## src/rtl/store_buffer.sv

```systemverilog
// Posted-write FIFO that queues word/half/byte stores and drains them to a
// byte-serial memory bus little-endian, with word-granular load-conflict reporting.
module store_buffer #(
  parameter int DEPTH_LOG  = 2,
  parameter int ADDR_WIDTH = 32
) (
  input  logic                  clk,
  input  logic                  rst,
  input  logic                  rdy,
  input  logic                  wr_i,
  input  logic [2:0]            len_i,
  input  logic [ADDR_WIDTH-1:0] addr_i,
  input  logic [31:0]           data_i,
  output logic                  busy_o,
  output logic                  empty_o,
  output logic                  mem_req,
  input  logic                  mem_grant,
  output logic                  mem_wr,
  output logic [ADDR_WIDTH-1:0] mem_addr,
  output logic [7:0]            mem_dout,
  input  logic [ADDR_WIDTH-1:0] query_addr,
  output logic                  query_conflict
);

  localparam int DEPTH = 1 << DEPTH_LOG;
  localparam logic [DEPTH_LOG:0] DEPTH_CNT = (DEPTH_LOG+1)'(DEPTH);
  localparam logic [DEPTH_LOG:0] CNT_ONE   = (DEPTH_LOG+1)'(1);

  localparam logic [1:0] S_IDLE = 2'd0;
  localparam logic [1:0] S_WAIT = 2'd1;
  localparam logic [1:0] S_SEND = 2'd2;

  // Length is kept as the index of the final byte so the drain compares k directly.
  function automatic logic [1:0] last_idx(input logic [2:0] len);
    case (len)
      3'd1:    return 2'd0;
      3'd2:    return 2'd1;
      default: return 2'd3;
    endcase
  endfunction

  function automatic logic same_word(input logic [ADDR_WIDTH-1:0] a,
                                     input logic [ADDR_WIDTH-1:0] b);
    return ((a ^ b) >> 2) == '0;
  endfunction

  logic [ADDR_WIDTH-1:0] ent_addr_q [DEPTH];
  logic [1:0]            ent_last_q [DEPTH];
  logic [31:0]           ent_data_q [DEPTH];

  logic [1:0]           state_q, state_d;
  logic [1:0]           k_q, k_d;
  logic [DEPTH_LOG-1:0] head_q, head_d, tail_q, tail_d;
  logic [DEPTH_LOG:0]   count_q, count_d;

  logic                 full, push, pop;
  logic [DEPTH_LOG-1:0] off;

  always_comb begin
    full = (count_q == DEPTH_CNT);
    push = rdy && wr_i && !full;
    pop  = rdy && (state_q == S_SEND) && mem_grant && (k_q == ent_last_q[head_q]);

    state_d = state_q;
    k_d     = k_q;
    head_d  = pop  ? head_q + 1'b1 : head_q;
    tail_d  = push ? tail_q + 1'b1 : tail_q;
    count_d = count_q;
    if (push && !pop)      count_d = count_q + CNT_ONE;
    else if (pop && !push) count_d = count_q - CNT_ONE;

    if (rdy) begin
      case (state_q)
        S_IDLE: if (count_q != '0) begin
          state_d = S_WAIT;
          k_d     = 2'd0;
        end
        S_WAIT: if (mem_grant) state_d = S_SEND;
        S_SEND: if (mem_grant) begin
          if (pop) state_d = S_IDLE;
          else     k_d     = k_q + 2'd1;
        end
        default: state_d = S_IDLE;
      endcase
    end
  end

  always_comb begin
    busy_o   = (count_q >= DEPTH_CNT - CNT_ONE);
    empty_o  = (count_q == '0) && (state_q == S_IDLE);
    mem_req  = (state_q == S_WAIT) || (state_q == S_SEND);
    mem_wr   = rdy && (state_q == S_SEND) && mem_grant;
    mem_addr = '0;
    mem_dout = '0;
    if (state_q == S_SEND) begin
      mem_addr = ent_addr_q[head_q] + ADDR_WIDTH'(k_q);
      mem_dout = ent_data_q[head_q][{k_q, 3'b000} +: 8];
    end
  end

  // The head stays visible to loads until its last byte has been popped.
  always_comb begin
    query_conflict = wr_i && same_word(addr_i, query_addr);
    off            = '0;
    for (int i = 0; i < DEPTH; i++) begin
      off = DEPTH_LOG'(i) - head_q;
      if (({1'b0, off} < count_q) && same_word(ent_addr_q[i], query_addr))
        query_conflict = 1'b1;
    end
  end

  always_ff @(posedge clk) begin
    if (push) begin
      ent_addr_q[tail_q] <= addr_i;
      ent_last_q[tail_q] <= last_idx(len_i);
      ent_data_q[tail_q] <= data_i;
    end
  end

  always_ff @(posedge clk) begin
    if (rst) begin
      state_q <= S_IDLE;
      k_q     <= 2'd0;
      head_q  <= '0;
      tail_q  <= '0;
      count_q <= '0;
    end else begin
      state_q <= state_d;
      k_q     <= k_d;
      head_q  <= head_d;
      tail_q  <= tail_d;
      count_q <= count_d;
    end
  end

`ifndef SYNTHESIS
  always_ff @(posedge clk) begin
    if (!rst && rdy && wr_i && full)
      $error("store_buffer: store to %h dropped, buffer full", addr_i);
  end
`endif

endmodule

```

## config.mk

```make
export PLATFORM = sky130hd
export DESIGN_NAME = store_buffer
export DESIGN_NICKNAME = d
export VERILOG_FILES = /design/src/rtl/store_buffer.sv
export SDC_FILE = /design/constraint.sdc
export NUM_CORES = 1
export LEC_CHECK = 0
export CAP_MARGIN = 15
export CORE_ASPECT_RATIO = 0.6
export CORE_MARGIN = 2
export CORE_UTILIZATION = 32
export CTS_CLUSTER_SIZE = 20
export DETAILED_ROUTE_END_ITERATION = 12
export PLACE_DENSITY = 0.6
export SLEW_MARGIN = 10
export SYNTH_ARGS = -nofsm -noshare
export SYNTH_HDL_FRONTEND = slang
export SYNTH_SLANG_ARGS = --single-unit
```

## constraint.sdc

```tcl
create_clock -name clk -period 3.15 [get_ports clk]
set_input_delay 0.315 -clock clk [delete_from_list [all_inputs] [get_ports clk]]
set_output_delay 0.315 -clock clk [all_outputs]
set_load 0.02 [all_outputs]
```

==> metrics.yaml, run 1 <==
violations: "setup timing"
setup_tns_ns: -6.005
path_clk_slew_ns: 0.07
grt_max_degree: 43
routedWlPerCell_microns: 23.59
io_buffers: 146
synth_area_leaders: "edfxtp_1 60%, mux4_2 11%, xnor2_1 6.2%, xor2_1 6.1%, dfxtp_1 2.0%"
relSlewSlack_pct: 50.04
p_total_mw: 8.563
viasPerCell: 4.992
grt_overflow: 0
cts_tree: "done"
whs_ns: 0.3952
ys_seq_area_share_pct: 61.86
r2r_cells: 10
async_reset_ff_share_pct: 0
min_to: "ent_data_q[0][15]"
status: "finished, violations left"
dpl.hpwl_microns: 28030
seqPwrFrac_pct: 48.7
synthCells: 815
drt_iter0_drc: 844
hold_viol_final: 0
die_area_sq_um: 43060
wl_microns: 38970
cellPowerDensity_nw_per_um2: 479.6
synth_common_cells: "264 x edfxtp_1, 93 x xnor2_1, 92 x xor2_1"
synth.avg_cell_area_sq_um: 16.24
synth_top_cell_by_area: "edfxtp_1"
ys_seq_elements: 277
finalWorstSetupSlack_ns: -0.3406
antenna_left: 0
grt_pass1_wl_microns: 56340
gp_congestion: 0.8612
post-place-ws_ns: -0.2916
synth_ff_type: "edfxtp_1"
synth_top_area_share_pct: 59.89
startpoint_type: "register"
cts-root-buf: "clkbuf_16"
post-route-period-util_pct: 110.8
skew_ns: 0.01373
crit_path_max_incr_delay_ns: 0.39
synth.most_common_cell: "edfxtp_1"
drc: 0
io_pins: 149
hold_path.startpoint: "data_i[15]"
worstPathMaxFanout: 8
sw_frac_of_total_pct: 23.19
vias: 8246
pwr-share-comb_pct: 11.4
drive_gt1_share_pct: 34.82
syn_area_sq_um: 13240
worstSetupPathType: "register to output port"
grt_pass1_vias: 8356
report.final.slew_viol_count: 0
drt-pass1-iter-count: 5
cp.arrival_ns: 3.18
crit_family: "buffers and inverters"
period_needed_ns: 3.491
die_w_microns: 266.6
start_util_pct: 32.56
tightest_slew_ns: 0.7426
synth.distinct_cells: 51
fin_nets: 1221
rows: 57
fin_util_pct: 43.92
clkLatencyLatePin_ns: 0.56
leakage_nw: 6.065
worstPathCellList: "buf_6, buf_12, buf_12, mux4_2, and4_4, nand4_4, buf_12, nor2_4, buf_6, nand4_1, mux2i_4, buf_6"
area_growth_pct: 34.89
setup_viol: 36
hold_path.class: "input pin to register"
endpoint_kind: "output port"
htreeDepth: 1
grt_use_total_pct: 18.00
ys_warn_count: 0
reg2reg_to: "count_q[2]"
worstPathRequired_ns: 2.83
critical_path.slowest_cell: "mux4_2"
synth_edf_count: 264
rsz0062_at_grt: "true"
cts.sinks: 277
irDropWorstVdd_uv: 371.4
max_freq_ghz: 0.2865
pwr-share-clk_pct: 39.9
p_int_mw: 6.577
numCtsBuffers: 28
power.switching_mw: 1.986
die_h_microns: 161.5
ctsLongestPathBuffers: 3
min_delay_path_depth: 1
path_buf_inv: 6
drv_cap: 0
core_sq_um: 40650
syn_nets: 936
antenna_found_initial: 4
regToRegSetupSlack_ns: 0.44
-- worst max-delay path by stage --
stage | start | depth (start not counted) | endpoint
finish | register | 12 | mem_addr[27]
global route | register | 11 | mem_addr[27]
detailed placement | query_addr[10] | 10 | query_conflict
global placement | query_addr[7] | 11 | query_conflict
CTS | register | 11 | mem_addr[27]
floorplan | register | 11 | mem_addr[27]
-- cell usage in the layout (no fill, tap or decap), types with 14 or more instances in the layout --
master,instances
edfxtp_1,264
buf_4,142
clkdlybuf4s50_1,106
xor2_1,90
xnor2_1,85
mux4_2,72
clkbuf_16,29
nor2_1,28
buf_6,27
nand4_1,25
nor4_1,21
buf_12,16
nand2_1,14
-- power groups by stage --
stage	clock, mW	sequential (mW)	combinational, mW
finish	3.42	4.17	0.974
global placement	0	4.25	0.935
detailed placement	0	4.25	0.941
floorplan	0	4.25	0.428
CTS	3.47	4.17	0.957
global route	3.64	4.18	1.04
-- final cells by class --
class / count / area, sq um
Antenna cell: 1 / 2.502
Clock buffer: 30 / 729.5
Clock inverter: 20 / 193.9
Fill cell: 3616 / 22800
Inverter: 12 / 45.04
Multi-Input combinational cell: 475 / 5096
Sequential cell: 277 / 8193
Tap cell: 531 / 664.4
Timing Repair Buffer: 306 / 2930
-- state kept, by name, summed over array words and instances (netlist names), named ones only --
signal	count
ent_addr_q	128
ent_data_q	128
tail_q	2
count_q	3
k_q	2
state_q	2
head_q	2
ent_last_q	8
-- per-layer routing --
metal	vias up	GRT usage [%]	share of wire (%)
li1	3687	-	-
met1	4213	26.89	46
met2	294	25.94	43
met3	48	5.778	9.5
met4	4	2.605	1.4
met5	-	0	0.041
-- metrics by stage --
stage | cell area, sq um | instances
floorplan | 13290 | 815
global placement | 16220 | 1561
detailed placement | 16220 | 1561
CTS | 17600 | 1639
global route | 17850 | 1651
finish | 17850 | 1652
-- timing repair --
item                                    CTS  global route
hold buffers                              0             0
endpoints found under the setup margin   40            38
pin swaps                                25            26
gates cloned                              2             0
resized for setup                       224            49
setup buffers                            27            16
-- worst reg2reg max path: cells and delay by family (launching register included) --
kind / cells / cell delay [ns]
flops: 1 / 0.38
buf+inv: 2 / 0.27
simple gates: 2 / 0.42
xor+xnor: 2 / 0.32
fa+ha+maj: 2 / 0.55
mux: 1 / 0.55
compound gates: 1 / 0.14
-- cells by family after synthesis --
kind of cell	after synthesis	share of synthesized area (%)
DFF	277	61.86
adders and majority gates	17	1.720
and+or+nand+nor	170	7.572
AOI/OAI and AO/OA	21	1.011
muxes	82	13.40
buffers and inverters	63	2.193
xor gates and xnor gates	185	12.24
Note: power is estimated with default switching activity, not from simulation.
==> run 2, diff against run 1 <==
--- a/config.mk
+++ b/config.mk
@@ -12,6 +12,7 @@
 export CTS_CLUSTER_SIZE = 20
 export DETAILED_ROUTE_END_ITERATION = 12
 export PLACE_DENSITY = 0.6
+export REMOVE_ABC_BUFFERS = 1
 export SLEW_MARGIN = 10
 export SYNTH_ARGS = -nofsm -noshare
 export SYNTH_HDL_FRONTEND = slang
==> run 2 against run 1 <==
Compared with the run above:
- fmax is 2.4% higher
- clock skew is 0.0025 ns lower
- via count is 2.6% lower
- die area stayed put
- clock power hardly changed
- first-iteration DRC count is 9.2% lower
- cell count is 1.9% lower
- wire length is 1.7% lower
- global-route usage is 0.26 points lower
- sequential cell count stayed put
- critical path depth is 1 lower
- clock-buffer cell count is 8 higher
- the run still ends with setup timing left
==> metrics.yaml, run 2 (synthesis gave the netlist of run 1 again) <==
htreeDepth: 1
drt_iter0_drc: 766
crit_path_max_incr_delay_ns: 0.55
cp.arrival_ns: 3.09
period_needed_ns: 3.408
finalWorstSetupSlack_ns: -0.2580
cts_tree: "done"
antenna_left: 0
hold_viol_final: 0
rsz0062_at_grt: "true"
startpoint_type: "register"
antenna_found_initial: 1
relSlewSlack_pct: 51.97
grt_pass1_vias: 8145
io_buffers: 146
drc: 0
rows: 57
worstPathCellList: "mux4_2, ha_4, a21o_1, and4_4, nand3_4, buf_4, buf_4, nor3_4, xnor2_1, nor2_2, buf_6"
p_total_mw: 8.549
routedWlPerCell_microns: 23.65
grt_overflow: 0
crit_path_frequent_cell: "buf_4"
post-route-period-util_pct: 108.2
min_to: "ent_data_q[0][17]"
placed_area_sq_um: 16100
drt-pass1-iter-count: 5
hold_path.startpoint: "data_i[17]"
core_sq_um: 40650
io_pins: 149
worstPathMaxFanout: 4
status: "finished, violations left"
irDropWorstVdd_uv: 346.6
fin_nets: 1188
gp_congestion: 0.9108
drive_gt1_share_pct: 30.30
grt_max_degree: 35
worstSetupPathType: "register to output port"
ctsLongestPathBuffers: 3
tightest_slew_ns: 0.7180
num_antenna_cells: 0
setup_viol: 30
die_w_microns: 266.6
layout_commonest_cell: "edfxtp_1"
path_clk_slew_ns: 0.06
critical_path.slowest_cell: "mux4_2"
report.final.slew_viol_count: 0
violations: "setup timing"
r2r_cells: 10
max_freq_ghz: 0.2934
die_area_sq_um: 43060
leakage_nw: 5.786
die_h_microns: 161.5
numCtsBuffers: 28
crit_family: "simple AND/OR/NAND/NOR gates"
cellPowerDensity_nw_per_um2: 492.1
clkLatencyLatePin_ns: 0.55
worstPathRequired_ns: 2.83
area_growth_pct: 31.24
grt_use_total_pct: 17.74
skew_ns: 0.01124
endpoint_kind: "output port"
regToRegSetupSlack_ns: 0.32
fillers: 3676
cts.sinks: 277
vias: 8034
drv_cap: 0
setup_tns_ns: -4.609
hold_path.class: "input pin to register"
cts-root-buf: "clkbuf_16"
grt_pass1_wl_microns: 55250
final_cell_area_sq_um: 17370
final_cell_mix: "264 x edfxtp_1, 123 x buf_4, 112 x clkdlybuf4s50_1, 92 x xor2_1, 90 x xnor2_1"
viasPerCell: 4.959
wl_microns: 38320
dpl.hpwl_microns: 28040
reg2reg_to: "count_q[2]"
top_regs: "ent_addr_q x128, ent_data_q x128, ent_last_q x8"
start_util_pct: 32.56
whs_ns: 0.4016
min_delay_path_depth: 1
path_buf_inv: 3
cts_hold_buf: 0
==> run 2: changes by cell type in the layout (fill, tap and decap cells not counted), sizes merged <==
cell,change
clkbuf,+8
inv,+1
clkdlybuf4s50,+6
clkinv,-5
clkinvlp,-1
buf,-44
bufinv,-1
clkdlybuf4s15,+4
diode,-1
dlygate4sd2,+1
==> run 2: worst register-to-register path, stage by stage, from the launching register on <==
cell	delay [ns]
dfxtp_4	0.38
buf_8	0.32
mux4_2	0.60
xnor2_1	0.16
nand3_1	0.12
ha_1	0.17
inv_1	0.06
fa_1	0.38
xor2_1	0.15
or3_1	0.30
a21oi_1	0.13
==> run 2: per-stage QoR <==
stage	instances	util (%)	setup WS [ns]
finish	1620	42.73	-0.2580
global route	1620	42.73	-0.3959
CTS	1612	42.21	-0.2520
detailed placement	1555	39.61	-0.1205
global placement	1555	39.61	-0.1319
floorplan	764	-	-2.080
==> run 2: cell type report <==
| class | instances | area (sq um) | share of cell area [%] |
|---|---|---|---|
| inverters | 12 | 45.04 | 0.2593 |
| well taps | 531 | 664.4 | 3.825 |
| repair buffers | 273 | 2561 | 14.74 |
| multi-input cells | 475 | 4976 | 28.64 |
| clock inverters | 14 | 152.6 | 0.8787 |
| flip-flops and latches | 277 | 8193 | 47.16 |
| clock buffers | 38 | 779.5 | 4.487 |
==> run 2: how the worst max path moves through the flow <==
| stage | depth (start not counted) | startpoint | slack, ns | to |
|---|---|---|---|---|
| after floorplan | 8 | register | -2.08 | mem_addr[27] |
| after global placement | 9 | register | -0.13 | mem_addr[17] |
| after global routing | 10 | register | -0.40 | mem_addr[25] |
| after detailed placement | 10 | query_addr[17] | -0.12 | query_conflict |
| final | 11 | register | -0.26 | mem_addr[17] |
| after CTS | 10 | register | -0.25 | mem_addr[27] |
==> run 2: routing by layer <==
| layer | share of wire, % | wire length (microns) | vias to the layer above | GRT usage, % |
|---|---|---|---|---|
| met5 | 0.034 | 13 | - | 0 |
| met4 | 1.5 | 567 | 2 | 2.860 |
| met3 | 8.8 | 3387 | 39 | 5.229 |
| met2 | 42 | 16140 | 292 | 25.28 |
| met1 | 48 | 18210 | 4081 | 26.92 |
| li1 | - | - | 3620 | - |
==> run 2: power breakdown <==
group | internal, mW | leakage, nW | switching, mW | total, mW
logic | 0.446 | 2.82 | 0.500 | 0.946
registers | 4.13 | 2.50 | 0.0437 | 4.18
clock network | 1.98 | 0.464 | 1.44 | 3.43
==> run 2: timing repair <==
item,CTS,global route
endpoints found under the setup margin,40,38
hold endpoints to repair,0,0
setup buffers,5,8
gates resized for setup,141,36
pin swaps,8,16
